File: config.mk
export PLATFORM = sky130hd
export DESIGN_NAME = uart_tx_periph
export DESIGN_NICKNAME = d
export VERILOG_FILES = /design/src/rtl/uart_tx_periph_pkg.sv /design/src/rtl/uart_tx_periph_sync_fifo.sv /design/src/rtl/uart_tx_periph.sv
export SDC_FILE = /design/constraint.sdc
export NUM_CORES = 1
export LEC_CHECK = 0
export BUFFER_PORTS_ARGS = -buffer_cell sky130_fd_sc_hd__buf_2
export CORE_MARGIN = 1
export CORE_UTILIZATION = 50
export DETAILED_ROUTE_END_ITERATION = 8
export PLACE_DENSITY = 0.85
export SYNTH_ARGS = -nofsm -noshare
export SYNTH_HDL_FRONTEND = slang
export SYNTH_SLANG_ARGS = --single-unit
File: constraint.sdc
create_clock -name clk -period 2.6 [get_ports clk]
set_clock_uncertainty 0.05 [all_clocks]
set_input_delay 0.52 -clock clk [delete_from_list [all_inputs] [get_ports clk]]
set_output_delay 0.52 -clock clk [all_outputs]
set_load 0.01 [all_outputs]
File: src/rtl/uart_tx_periph_pkg.sv
// Shared register map, status bit positions and serialiser state encoding
// for the UART0 transmitter peripheral.
package uart_tx_periph_pkg;

   localparam logic UART_REG_DATA   = 1'b0;
   localparam logic UART_REG_STATUS = 1'b1;

   localparam int STATUS_IDLE_BIT = 1;
   localparam int STATUS_FULL_BIT = 0;

   typedef enum logic [1:0] {
      ST_IDLE  = 2'd0,
      ST_START = 2'd1,
      ST_DATA  = 2'd2,
      ST_STOP  = 2'd3
   } tx_state_t;

   // Nearest-integer clock divider for one bit time.
   function automatic int calc_div(input int f_clk, input int baud);
      return (f_clk + baud / 2) / baud;
   endfunction

endpackage

File: src/rtl/uart_tx_periph_sync_fifo.sv
// Small synchronous FIFO with occupancy count; a push while full is only
// accepted when a pop frees a slot on the same edge.
module sync_fifo #(
   parameter int WIDTH = 8,
   parameter int DEPTH = 4
) (
   input  logic                     clk,
   input  logic                     n_reset,
   input  logic                     push,
   input  logic                     pop,
   input  logic [WIDTH-1:0]         din,
   output logic [WIDTH-1:0]         dout,
   output logic                     full,
   output logic                     empty,
   output logic [$clog2(DEPTH):0]   count
);

   localparam int PTR_W = $clog2(DEPTH);
   localparam logic [PTR_W:0] FULL_CNT = DEPTH[PTR_W:0];

   logic [WIDTH-1:0] mem [DEPTH];
   logic [PTR_W-1:0] wr_ptr;
   logic [PTR_W-1:0] rd_ptr;
   logic             do_push;
   logic             do_pop;

   assign full    = (count == FULL_CNT);
   assign empty   = (count == '0);
   assign do_pop  = pop && !empty;
   assign do_push = push && (!full || do_pop);
   assign dout    = mem[rd_ptr];

   always_ff @(posedge clk or negedge n_reset) begin
      if (!n_reset) begin
         wr_ptr <= '0;
         rd_ptr <= '0;
         count  <= '0;
      end else begin
         if (do_push) wr_ptr <= wr_ptr + 1'b1;
         if (do_pop)  rd_ptr <= rd_ptr + 1'b1;
         case ({do_push, do_pop})
            2'b10:   count <= count + 1'b1;
            2'b01:   count <= count - 1'b1;
            default: count <= count;
         endcase
      end
   end

   // Storage carries data only, so it is left out of reset.
   always_ff @(posedge clk) begin
      if (do_push) mem[wr_ptr] <= din;
   end

endmodule

File: src/rtl/uart_tx_periph.sv
// Memory-mapped UART0 transmitter: DATA/STATUS bus slave, TX FIFO and an
// 8N1 serialiser driving a registered, idle-high tx pin.
module uart_tx_periph
   import uart_tx_periph_pkg::*;
#(
   parameter int F_CLK      = 12000000,
   parameter int BAUD       = 115200,
   parameter int FIFO_DEPTH = 4
) (
   input  logic        clk,
   input  logic        n_reset,
   input  logic        bus_sel,
   input  logic        bus_adr,
   input  logic [3:0]  bus_wren,
   input  logic [31:0] bus_di,
   output logic [31:0] bus_do,
   output logic        tx
);

   localparam int DIV    = calc_div(F_CLK, BAUD);
   localparam int CNT_W  = $clog2(DIV);
   localparam int FCNT_W = $clog2(FIFO_DEPTH) + 1;
   localparam logic [CNT_W-1:0] CNT_LAST = CNT_W'(DIV - 1);

   tx_state_t         state, state_nxt;
   logic [CNT_W-1:0]  baud_cnt, cnt_nxt;
   logic [2:0]        bit_idx, bit_nxt;
   logic [7:0]        shreg, shreg_nxt;
   logic              tx_nxt;

   logic              fifo_push;
   logic              fifo_pop;
   logic [7:0]        fifo_dout;
   logic              fifo_full;
   logic              fifo_empty;
   logic [FCNT_W-1:0] fifo_count;
   logic [31:0]       status_word;
   logic              unused_di;

   assign unused_di = ^bus_di[31:8];
   assign fifo_push = bus_sel && (bus_adr == UART_REG_DATA) && bus_wren[0];

   sync_fifo #(
      .WIDTH (8),
      .DEPTH (FIFO_DEPTH)
   ) u_fifo (
      .clk     (clk),
      .n_reset (n_reset),
      .push    (fifo_push),
      .pop     (fifo_pop),
      .din     (bus_di[7:0]),
      .dout    (fifo_dout),
      .full    (fifo_full),
      .empty   (fifo_empty),
      .count   (fifo_count)
   );

   always_comb begin
      status_word                  = '0;
      status_word[STATUS_IDLE_BIT] = (state == ST_IDLE) && (fifo_count == '0);
      status_word[STATUS_FULL_BIT] = fifo_full;
   end

   // Reads capture on the access edge; the value holds until the next read.
   always_ff @(posedge clk or negedge n_reset) begin
      if (!n_reset) begin
         bus_do <= '0;
      end else if (bus_sel && (bus_wren == 4'b0000)) begin
         bus_do <= (bus_adr == UART_REG_STATUS) ? status_word : 32'd0;
      end
   end

   always_ff @(posedge clk or negedge n_reset) begin
      if (!n_reset) begin
         state    <= ST_IDLE;
         baud_cnt <= '0;
         bit_idx  <= '0;
         shreg    <= 8'hFF;
         tx       <= 1'b1;
      end else begin
         state    <= state_nxt;
         baud_cnt <= cnt_nxt;
         bit_idx  <= bit_nxt;
         shreg    <= shreg_nxt;
         tx       <= tx_nxt;
      end
   end

   // The baud counter restarts on every state entry, so each state lasts DIV clocks.
   always_comb begin
      state_nxt = state;
      cnt_nxt   = baud_cnt + 1'b1;
      bit_nxt   = bit_idx;
      shreg_nxt = shreg;
      fifo_pop  = 1'b0;
      case (state)
         ST_IDLE: begin
            cnt_nxt = '0;
            if (!fifo_empty) begin
               fifo_pop  = 1'b1;
               shreg_nxt = fifo_dout;
               state_nxt = ST_START;
            end
         end
         ST_START: begin
            if (baud_cnt == CNT_LAST) begin
               cnt_nxt   = '0;
               bit_nxt   = '0;
               state_nxt = ST_DATA;
            end
         end
         ST_DATA: begin
            if (baud_cnt == CNT_LAST) begin
               cnt_nxt   = '0;
               shreg_nxt = {1'b1, shreg[7:1]};
               if (bit_idx == 3'd7) state_nxt = ST_STOP;
               else                 bit_nxt   = bit_idx + 1'b1;
            end
         end
         ST_STOP: begin
            if (baud_cnt == CNT_LAST) begin
               cnt_nxt   = '0;
               state_nxt = ST_IDLE;
            end
         end
         default: state_nxt = ST_IDLE;
      endcase

      // tx is decoded from the next state so the pin itself comes straight off a flop.
      case (state_nxt)
         ST_START: tx_nxt = 1'b0;
         ST_DATA:  tx_nxt = shreg_nxt[0];
         default:  tx_nxt = 1'b1;
      endcase
   end

endmodule

==> results of run 1 <==
-- final cells by class --
| class | count | area share |
|---|---|---|
| tap | 72 | 0.02811 |
| inverter | 5 | 0.005857 |
| clock buffer | 9 | 0.03866 |
| clock inverter | 7 | 0.02538 |
| sequential | 62 | 0.5377 |
| timing repair buffer | 23 | 0.03983 |
| multi-input combinational | 137 | 0.3245 |
-- through the flow --
| step | utilization | std cells | setup slack, ps |
|---|---|---|---|
| final | 0.5749 | 315 | 489.7 |
| after detailed placement | 0.5380 | 299 | 478.6 |
| after global routing | 0.5749 | 315 | 278.1 |
| after floorplan | - | 240 | 360.5 |
| after global placement | 0.5380 | 299 | 539.0 |
| after CTS | 0.5749 | 315 | 448.8 |
-- synth_stat cells, drive strengths merged (2+ instances only) --
master and number:
a21o 7, a21oi 3, a22o 7, and2 4, buf 34, clkbuf 2
dfrtp 21, dfstp 9, edfxtp 32, ha 8, inv 5, mux2 2
mux4 8, nand2 8, nand3 5, nor2 8, nor2b 5, nor3 6
nor3b 2, o21ai 7, o31ai 2, or3b 2, xnor2 7, xor2 4
-- report_power, final --
part / internal [mW] / switching [mW]
clock network: 0.453 / 0.406
logic: 0.391 / 0.318
registers: 1.30 / 0.218
-- critical path, delay by kind of cell, from the launching register on --
kind / cells / cell delay [ps]
flops: 1 / 380
buf+inv: 1 / 60
simple gates: 4 / 650
fa+ha+maj: 2 / 600
xor+xnor: 2 / 300
-- state kept, by name, indices dropped and copies added (netlist names) --
name / flops
baud_cnt: 7
bit_idx: 3
bus_do: 2
shreg: 8
state: 2
tx: 1
u_fifo.count: 3
u_fifo.mem: 32
u_fifo.rd_ptr: 2
u_fifo.wr_ptr: 2
-- cells by family (layout without fill, tap and decap cells) --
| logic type | count (synthesis) | in the layout | share of synthesized area |
|---|---|---|---|
| AOI/OAI and AO/OA | 30 | 30 | 0.07274 |
| xor gates and xnor gates | 11 | 11 | 0.03295 |
| adders and majority gates | 9 | 9 | 0.04108 |
| buffers and inverters | 41 | 44 | 0.09243 |
| DFF | 62 | 62 | 0.5892 |
| muxes | 11 | 11 | 0.07274 |
| other | 1 | 30 | 0.001282 |
| and+or+nand+nor | 46 | 46 | 0.09757 |
-- placed cells by master (no fill, tap or decap), types with 6 or more instances in the layout --
cell type  count
ha_1           8
nand2_1        8
conb_1        30
buf_2         18
clkbuf_8       9
mux4_2         8
a22o_1         7
edfxtp_1      32
xnor2_1        7
dfrtp_1       21
dfstp_2        9
nor2_1         6
a21o_1         7
-- worst paths after layout --
path	from	end	slack [ps]	cells past startpoint
setup / recovery	state[1]$_DFF_PN0_	u_fifo.count[2]$_DFFE_PN0P_	490	9
hold / removal	n_reset	baud_cnt[3]$_DFF_PN0_	170	1
setup reg to reg	state[1]$_DFF_PN0_	u_fifo.count[2]$_DFFE_PN0P_	490	9
hold reg to reg	baud_cnt[0]$_DFF_PN0_	baud_cnt[0]$_DFF_PN0_	440	1
max in group asynchronous	n_reset	state[1]$_DFF_PN0_	1880	1
min in group clk	bus_di[7]	u_fifo.mem[1][7]$_DFFE_PP_	340	1
-- routing by layer --
metal	global-route usage	vias to the layer above
li1	-	753
met1	0.2003	785
met2	0.2789	52
met3	0.04419	10
met4	0.1278	0
met5	0	-
==> results by group, run 1 <==
Final layout
  – Number of nets in the layout: 287
  – # diodes: 0
  – Share of layout cells above drive strength 1: 0.2634
  – Seq. cell area: 1723 µm²
  – Design area: 3204 µm²
  – Area delta synth->final: 9.585%
  – # fillers: 430
  – Multi-input gate area: 1040 µm²

STA
  – Fin crit share: 0.8117
  – F_max: 0.4739 GHz
  – Hold Fails Final Rpt: 0
  – Final setup TNS: 0 ps
  – Slew margin rel.: 0.5354
  – RSZ-0062 raised after global routing: no
  – Final setup vio count: 0
  – Least-Margin Pin Slew: 696.9 ps
  – Fin. max-slew vios: 0
  – Worst hold slack: 173.5 ps
  – Post-layout min period: 2110 ps

Clocking
  – Clock Latency Late Sink: 340 ps
  – Cts hold-fix bufs: 0
  – Total CTS buffers: 9
  – Clk sinks: 62
  – Root buffer cell: clkbuf_8
  – Worst-case clock buffer depth: 2
  – H-tree levels: 3
  – CTS tree: built
  – Post-CTS Setup Bufs: 0
  – Clock-pin slew on the worst setup and hold paths: 70 ps
  – Post-CTS sizing: 0

Logic synthesis
  – Flops & latches, synth: 62
  – Seq/Total Area, Yosys: 0.5892
  – Post-synth top area share: 0.3286
  – Synth area leaders: edfxtp_1, dfrtp_1, dfstp_2
  – Top_reg_cell synth: edfxtp_1
  – EDFF count, synth: 32
  – Synthesis warning total: 0
  – Mean Syn Cell Area: 13.86 µm²
  – Area leader, netlist: edfxtp_1
  – Mapped Cells: 211
  – Mapped cell area: 2924 µm²
  – Synth unique cells: 47
  – Async set-reset flop share out of synthesis: 0.4839

Place
  – DP HPWL: 3.048 mm
  – Dpl cell area: 2999 µm²
  – PortBufs: 18
  – GPL Wtd Cong: 0.7353

Detailed routing
  – Wire length on met2: 2.235 mm
  – Final WL: 4.429 mm
  – DRC: 0
  – Top sig layer: met4
  – DR WL met3: 138 µm
  – Pre-antenna DRT Iters: 4
  – Starting DRT DRC Count: 87
  – Drt via density: 5.079
  – Met1 wire length: 1.925 mm
  – Routed Antenna Nets: 0
  – Vias: 1,600
  – Routed len/inst: 14.06 µm

Power and ir drop
  – PD cells: 962.2 nW/µm²
  – Overall Power: 3.083 mW
  – LEAKAGE: 1.328 nW
  – Worst ir drop on vdd: 0.6058 mV

Floorplan
  – Initial Util: 0.5246
  – Core area: 5574 µm²
  – IO Count: 73
  – FP Rows: 27
  – Die height: 78.47 µm
  – Die area: 6158 µm²
  – Die width: 78.47 µm

Worst setup path
  – Worst setup EP type: register
  – Critical path class: reg2reg
  – Worst stage delay on the critical path: 380 ps
  – Req. time, crit path: 2810 ps
  – Top cell by count, worst path: nor2_1
  – Crit Path Max Fanout: 2
  – CP Cell Sequence: nor2_1 -> and3b_1 -> nor3_4 -> inv_1 -> ha_1 -> fa_1 -> xnor2_1 -> nor2_1 -> xor2_1
  – CP max-delay cell: dfrtp_1
  – Worst setup SP type: register
  – WP data arrival: 2320 ps

GRT
  – Initial antenna violation count: 0
  – Vias in the first global route: 1,608
  – GRT Overall Usage: 0.1734
  – Largest net degree at the start of global routing: 31
  – First-pass GRT wire length: 7.596 mm
  – Grt ovf: 0

Run
  – Max Cap Viol: 0

Run status
  – Outcome: complete, no violations

Worst hold path
  – HP Class: in2async
(Power assumes the default switching activity.)
==> run 2: changes to the inputs <==
clock period = 2 ns   (was 2.6 ns; I/O delays follow)
==> run 2 against run 1 <==
Compared with the run above: maximum frequency up 5.8%; via count is 2.8% higher; power increased by 41%; cell count up 3.2%; core utilization up 2.7 points; worst setup slack worse by 490 ps; critical path depth did not move; clock power is 55% higher; sequential share of layout area decreased by 2.4 points; critical path type unchanged; critical endpoint unchanged; largest cell class unchanged.
==> results by group, run 2 (synthesis gave the netlist of run 1 again) <==
Run status
  – Outcome: complete, no violations

GRT
  – First-pass GRT wire length: 7.631 mm
  – Largest net degree at the start of global routing: 31
  – Initial antenna violation count: 0
  – Vias in the first global route: 1,653
  – GRT Overall Usage: 0.1728
  – Grt ovf: 0

Worst setup path
  – Worst stage delay on the critical path: 420 ps
  – RR Endpoint: u_fifo.count[2]$_DFFE_PN0P_
  – Worst setup EP type: register
  – Crit Path Max Fanout: 2
  – CP Cell Sequence: nor2_4 -> and3b_1 -> nor3_4 -> inv_1 -> ha_2 -> fa_2 -> xnor2_1 -> nor2_1 -> xor2_1
  – R2r worst-path depth: 9
  – CP max-delay cell: dfrtp_1
  – Reg2reg setup slack: 5 ps
  – Crit Reg-Reg Startpoint: state[0]$_DFF_PN0_
  – Crit path to: u_fifo.count[2]$_DFFE_PN0P_
  – WP data arrival: 2180 ps
  – Critical path class: reg2reg
  – Crit. Startpoint: state[0]$_DFF_PN0_
  – Req. time, crit path: 2180 ps
  – Worst setup SP type: register

Power and ir drop
  – Pint: 3.119 mW
  – Sw frac: 0.2848
  – Flop pwr share: 0.443
  – Sw Pwr: 1.242 mW
  – LEAKAGE: 1.397 nW
  – Clock Power Share: 0.306
  – Combinational Power Share: 0.250
  – PD cells: 1301 nW/µm²
  – Worst ir drop on vdd: 0.8128 mV

Detailed routing
  – Pre-antenna DRT Iters: 4
  – Drt via density: 5.062
  – Routed Antenna Nets: 0
  – DRC: 0
  – Routed len/inst: 14.25 µm
  – Vias: 1,645
  – Final WL: 4.630 mm
  – Starting DRT DRC Count: 84

Place
  – PortBufs: 18
  – DP HPWL: 3.146 mm
  – GPL Wtd Cong: 0.7380
  – Dpl cell area: 3090 µm²

Final layout
  – Largest registers: u_fifo.mem x32, shreg x8, baud_cnt x7
  – Seq. cell area: 1723 µm²
  – Share of layout cells above drive strength 1: 0.3083
  – Commonest non-fill, non-tap cell in the layout: edfxtp_1
  – Multi-input gate area: 1060 µm²
  – Most frequent cells in the layout: edfxtp_1, conb_1, dfrtp_1
  – Biggest register: u_fifo.mem
  – # diodes: 0
  – Design area: 3353 µm²
  – Number of nets in the layout: 297
  – Largest register FFs: 32
  – Area delta synth->final: 14.68%
  – # fillers: 420

Clocking
  – Cts hold-fix bufs: 0
  – Clock-pin slew on the worst setup and hold paths: 70 ps
  – Root buffer cell: clkbuf_8
  – Clk sinks: 62
  – Clock Latency Late Sink: 340 ps
  – CTS tree: built
  – Worst-case clock buffer depth: 2
  – Total CTS buffers: 9
  – H-tree levels: 3

STA
  – Fin. max-slew vios: 0
  – Final setup vio count: 0
  – Final setup TNS: 0 ps
  – Worst hold slack: 32.51 ps
  – Slew margin rel.: 0.5595
  – Post-layout min period: 1995 ps
  – Fin crit share: 0.9977
  – Hold Fails Final Rpt: 0
  – RSZ-0062 raised after global routing: yes
  – Least-Margin Pin Slew: 660.8 ps
  – F_max: 0.5012 GHz

Worst hold path
  – HP Class: in2async

Run
  – Max Cap Viol: 0

Floorplan
  – FP Rows: 27
  – Die height: 78.47 µm
  – IO Count: 73
  – Core area: 5574 µm²
  – Die area: 6158 µm²
  – Die width: 78.47 µm
  – Initial Util: 0.5246
run 2: changes by cell type in the layout (fill, tap and decap cells not counted), sizes merged:
| cell | change |
|---|---|
| buf | +10 |
| bufinv | +2 |
| inv | -2 |
| clkinv | -1 |
| clkinvlp | +1 |
run 2: metal layers:
layer | vias up | GRT usage | routed length, µm | share of wire
met5 | - | 0 | 0 | 0
met4 | 0 | 0.07778 | 83 | 0.018
met3 | 8 | 0.05698 | 174 | 0.038
met2 | 45 | 0.2965 | 2405 | 0.52
met1 | 819 | 0.1953 | 1966 | 0.42
li1 | 773 | - | - | -
run 2: timing repair:
item                                    4_1_cts  5_1_grt
gates resized for setup                       0        1
endpoints found under the setup margin        2        2
setup buffers                                 1        1
pin swaps                                     3        0
run 2: worst max-delay path: cells and delay by family (launching register included):
kind | cells | cell delay (ps)
flops | 1 | 420
buf+inv | 1 | 70
fa+ha+maj | 2 | 540
xor+xnor | 2 | 280
simple gates | 4 | 520
run 2: cell type report:
cell class | instances | area share
clock buffers | 9 | 0.03694
clock inverters | 7 | 0.03657
inverters | 5 | 0.005597
multi-input cells | 137 | 0.3160
flip-flops and latches | 62 | 0.5138
well taps | 72 | 0.02687
repair buffers | 33 | 0.06418
run 2: worst min-delay path by stage:
stage | slack (ps) | from | end
after floorplan | 50 | n_reset | baud_cnt[0]$_DFF_PN0_
after global placement | 400 | baud_cnt[0]$_DFF_PN0_ | baud_cnt[0]$_DFF_PN0_
after detailed placement | 410 | baud_cnt[0]$_DFF_PN0_ | baud_cnt[0]$_DFF_PN0_
after global routing | 80 | n_reset | u_fifo.count[0]$_DFFE_PN0P_
final | 30 | n_reset | u_fifo.count[2]$_DFFE_PN0P_
after CTS | 60 | n_reset | u_fifo.count[2]$_DFFE_PN0P_
run 2: power by group through the flow:
stage	combinational (mW)	clock (mW)	sequential, mW
after floorplan	0.896	0	1.87
after global placement	1.05	0	1.94
after detailed placement	1.10	0	1.96
after CTS	1.11	1.35	1.94
after global routing	1.22	1.41	1.97
final	1.09	1.33	1.93
run 2: stage by stage:
| stage | power (mW) | utilization | std cells | setup slack [ps] |
|---|---|---|---|---|
| detailed placement | 3.063 | 0.5544 | 307 | -51.36 |
| CTS | 4.405 | 0.6000 | 324 | -6.072 |
| global placement | 2.984 | 0.5544 | 307 | -16.63 |
| finish | 4.361 | 0.6016 | 325 | 4.638 |
| global route | 4.597 | 0.6016 | 325 | -106.0 |
| floorplan | 2.764 | - | 240 | -122.6 |
==> run 3: changes to the inputs <==
CELL_PAD_IN_SITES_DETAIL_PLACEMENT = 1   (was default)
CELL_PAD_IN_SITES_GLOBAL_PLACEMENT = 1   (was default)
CORE_UTILIZATION = 42   (was 50)
PLACE_DENSITY = 0.88   (was 0.85)
RECOVER_POWER = 50   (was default)
==> run 3 against run 2 <==
Compared with the run above: the flow now finishes with violations (max-capacitance violations, max-slew violations); die area is 19% higher; sequential share of layout area is 0.17 points higher; critical path depth stayed put; clock power is 8% lower; core utilization is 11 points lower; routed wire length is 15% higher; maximum frequency is 0.89% higher; design area is 0.34% lower; worst hold slack better by 220 ps; global-route usage is 0.88 points lower; largest power group unchanged.
==> results by group, run 3 (synthesis gave the netlist of run 1 again) <==
STA
  – Least-Margin Pin Slew: 1656 ps
  – Post-layout min period: 1978 ps
  – RSZ-0062 raised after global routing: yes
  – Fin. max-slew vios: 31
  – Final setup TNS: 0 ps
  – Hold Fails Final Rpt: 0
  – Final setup vio count: 0
  – Fin crit share: 0.9888
  – Setup WS post-layout: 22.31 ps
  – F_max: 0.5056 GHz
  – Slew margin rel.: -0.1039

Power and ir drop
  – Worst ir drop on vdd: 0.7252 mV
  – Overall Power: 4.270 mW
  – PD cells: 1278 nW/µm²
  – LEAKAGE: 1.372 nW

Place
  – Dpl cell area: 3095 µm²
  – DP HPWL: 3.732 mm
  – GPL Wtd Cong: 0.7284
  – Pre-CTS setup slack: -92.91 ps
  – PortBufs: 18

Detailed routing
  – DRC: 0
  – Pre-antenna DRT Iters: 4
  – Drt via density: 5.051
  – Starting DRT DRC Count: 82
  – Met1 wire length: 2.138 mm
  – Wire length on met2: 2.889 mm
  – Final WL: 5.319 mm
  – Top sig layer: met4
  – Routed len/inst: 15.88 µm
  – Vias: 1,692
  – DR WL met3: 194 µm
  – Routed Antenna Nets: 0

Clocking
  – Clock Latency Late Sink: 340 ps
  – Worst-case clock buffer depth: 2
  – H-tree levels: 3
  – Total CTS buffers: 9
  – Root buffer cell: clkbuf_8
  – Clk sinks: 62
  – CTS tree: built
  – Cts hold-fix bufs: 0
  – Clock-pin slew on the worst setup and hold paths: 70 ps

GRT
  – Largest net degree at the start of global routing: 31
  – GRT Overall Usage: 0.1640
  – Vias in the first global route: 1,825
  – Grt ovf: 0
  – Initial antenna violation count: 0
  – First-pass GRT wire length: 8.797 mm

Worst setup path
  – Req. time, crit path: 2220 ps
  – Crit Path Max Fanout: 2
  – Worst setup SP type: register
  – Worst stage delay on the critical path: 410 ps
  – Critical path class: reg2reg
  – WP data arrival: 2200 ps
  – Worst setup EP type: register
  – CP Cell Sequence: nor2_4 -> and3b_1 -> nor3_4 -> inv_1 -> ha_2 -> fa_2 -> xnor2_2 -> nor2_2 -> xor2_1
  – CP max-delay cell: dfrtp_1

Final layout
  – Largest register FFs: 32
  – Most frequent cells in the layout: edfxtp_1, conb_1, dfrtp_1
  – Number of nets in the layout: 299
  – Share of layout cells above drive strength 1: 0.2824
  – # diodes: 0
  – Biggest register: u_fifo.mem
  – Area delta synth->final: 14.29%
  – Multi-input gate area: 1069 µm²
  – Largest registers: u_fifo.mem x32, shreg x8, baud_cnt x7
  – Seq. cell area: 1723 µm²
  – Commonest non-fill, non-tap cell in the layout: edfxtp_1
  – Design area: 3342 µm²
  – # fillers: 700

Run
  – Max Cap Viol: 1

Floorplan
  – Core area: 6756 µm²
  – FP Rows: 30
  – Die height: 85.44 µm
  – Die area: 7300 µm²
  – Initial Util: 0.4328
  – IO Count: 73
  – Die width: 85.44 µm

Run status
  – Outcome: finished, violations left
  – Failing checks: max-capacitance violations, max-slew violations

Worst hold path
  – HP Class: in2reg
## run 3: metal layers
layer	up-vias	global-route usage
met1	862	0.1774
met5	-	0
met4	0	0.07121
li1	777	-
met2	43	0.2916
met3	10	0.05545
## run 3: area by class of cell
class | instances | area share
multi-input cells | 137 | 0.3197
clock inverters | 7 | 0.02920
flip-flops and latches | 62 | 0.5155
clock buffers | 9 | 0.03706
inverters | 5 | 0.005616
repair buffers | 35 | 0.06290
well taps | 80 | 0.02995
## run 3: repair_timing
| action | 4_1_cts | 5_1_grt |
|---|---|---|
| endpoints found under the setup margin | 2 | 2 |
| buffers inserted | 2 | 1 |
| gates resized for setup | 0 | 3 |
| hold endpoints to repair | 0 | 0 |
| pin swaps | 1 | 3 |
## run 3: path summary, 6_finish.rpt
check	from	end	slack (ps)	cells past startpoint
max	state[0]$_DFF_PN0_	u_fifo.count[2]$_DFFE_PN0P_	20	9
min	bus_di[7]	u_fifo.mem[0][7]$_DFFE_PP_	260	1
max reg2reg	state[0]$_DFF_PN0_	u_fifo.count[2]$_DFFE_PN0P_	20	9
min reg2reg	baud_cnt[0]$_DFF_PN0_	baud_cnt[0]$_DFF_PN0_	440	1
max in group asynchronous	n_reset	bus_do[1]$_DFFE_PN0P_	520	1
min in group asynchronous	n_reset	u_fifo.rd_ptr[1]$_DFFE_PN0P_	420	1
## run 3: critical path: cells and delay by family, from the launching register on
family                   cells  cell delay (ps)
AND/OR/NAND/NOR              4              560
flip-flops                   1              410
buffers and inverters        1               60
adder cells (fa/ha/maj)      2              530
XOR/XNOR                     2              290
## run 3: report_power, final
group	switching [mW]	internal (mW)
Sequential	0.235	1.69
Combinational	0.537	0.587
Clock	0.518	0.705
Total	1.29	2.98
## run 3: through the flow
step                      utilization  cells  hold slack [ps]
after floorplan                     -    240            54.41
after global placement         0.4581    316            400.8
after detailed placement       0.4581    316            428.2
after CTS                      0.4931    334            67.85
after global routing           0.4946    335            274.8
final                          0.4946    335            256.2
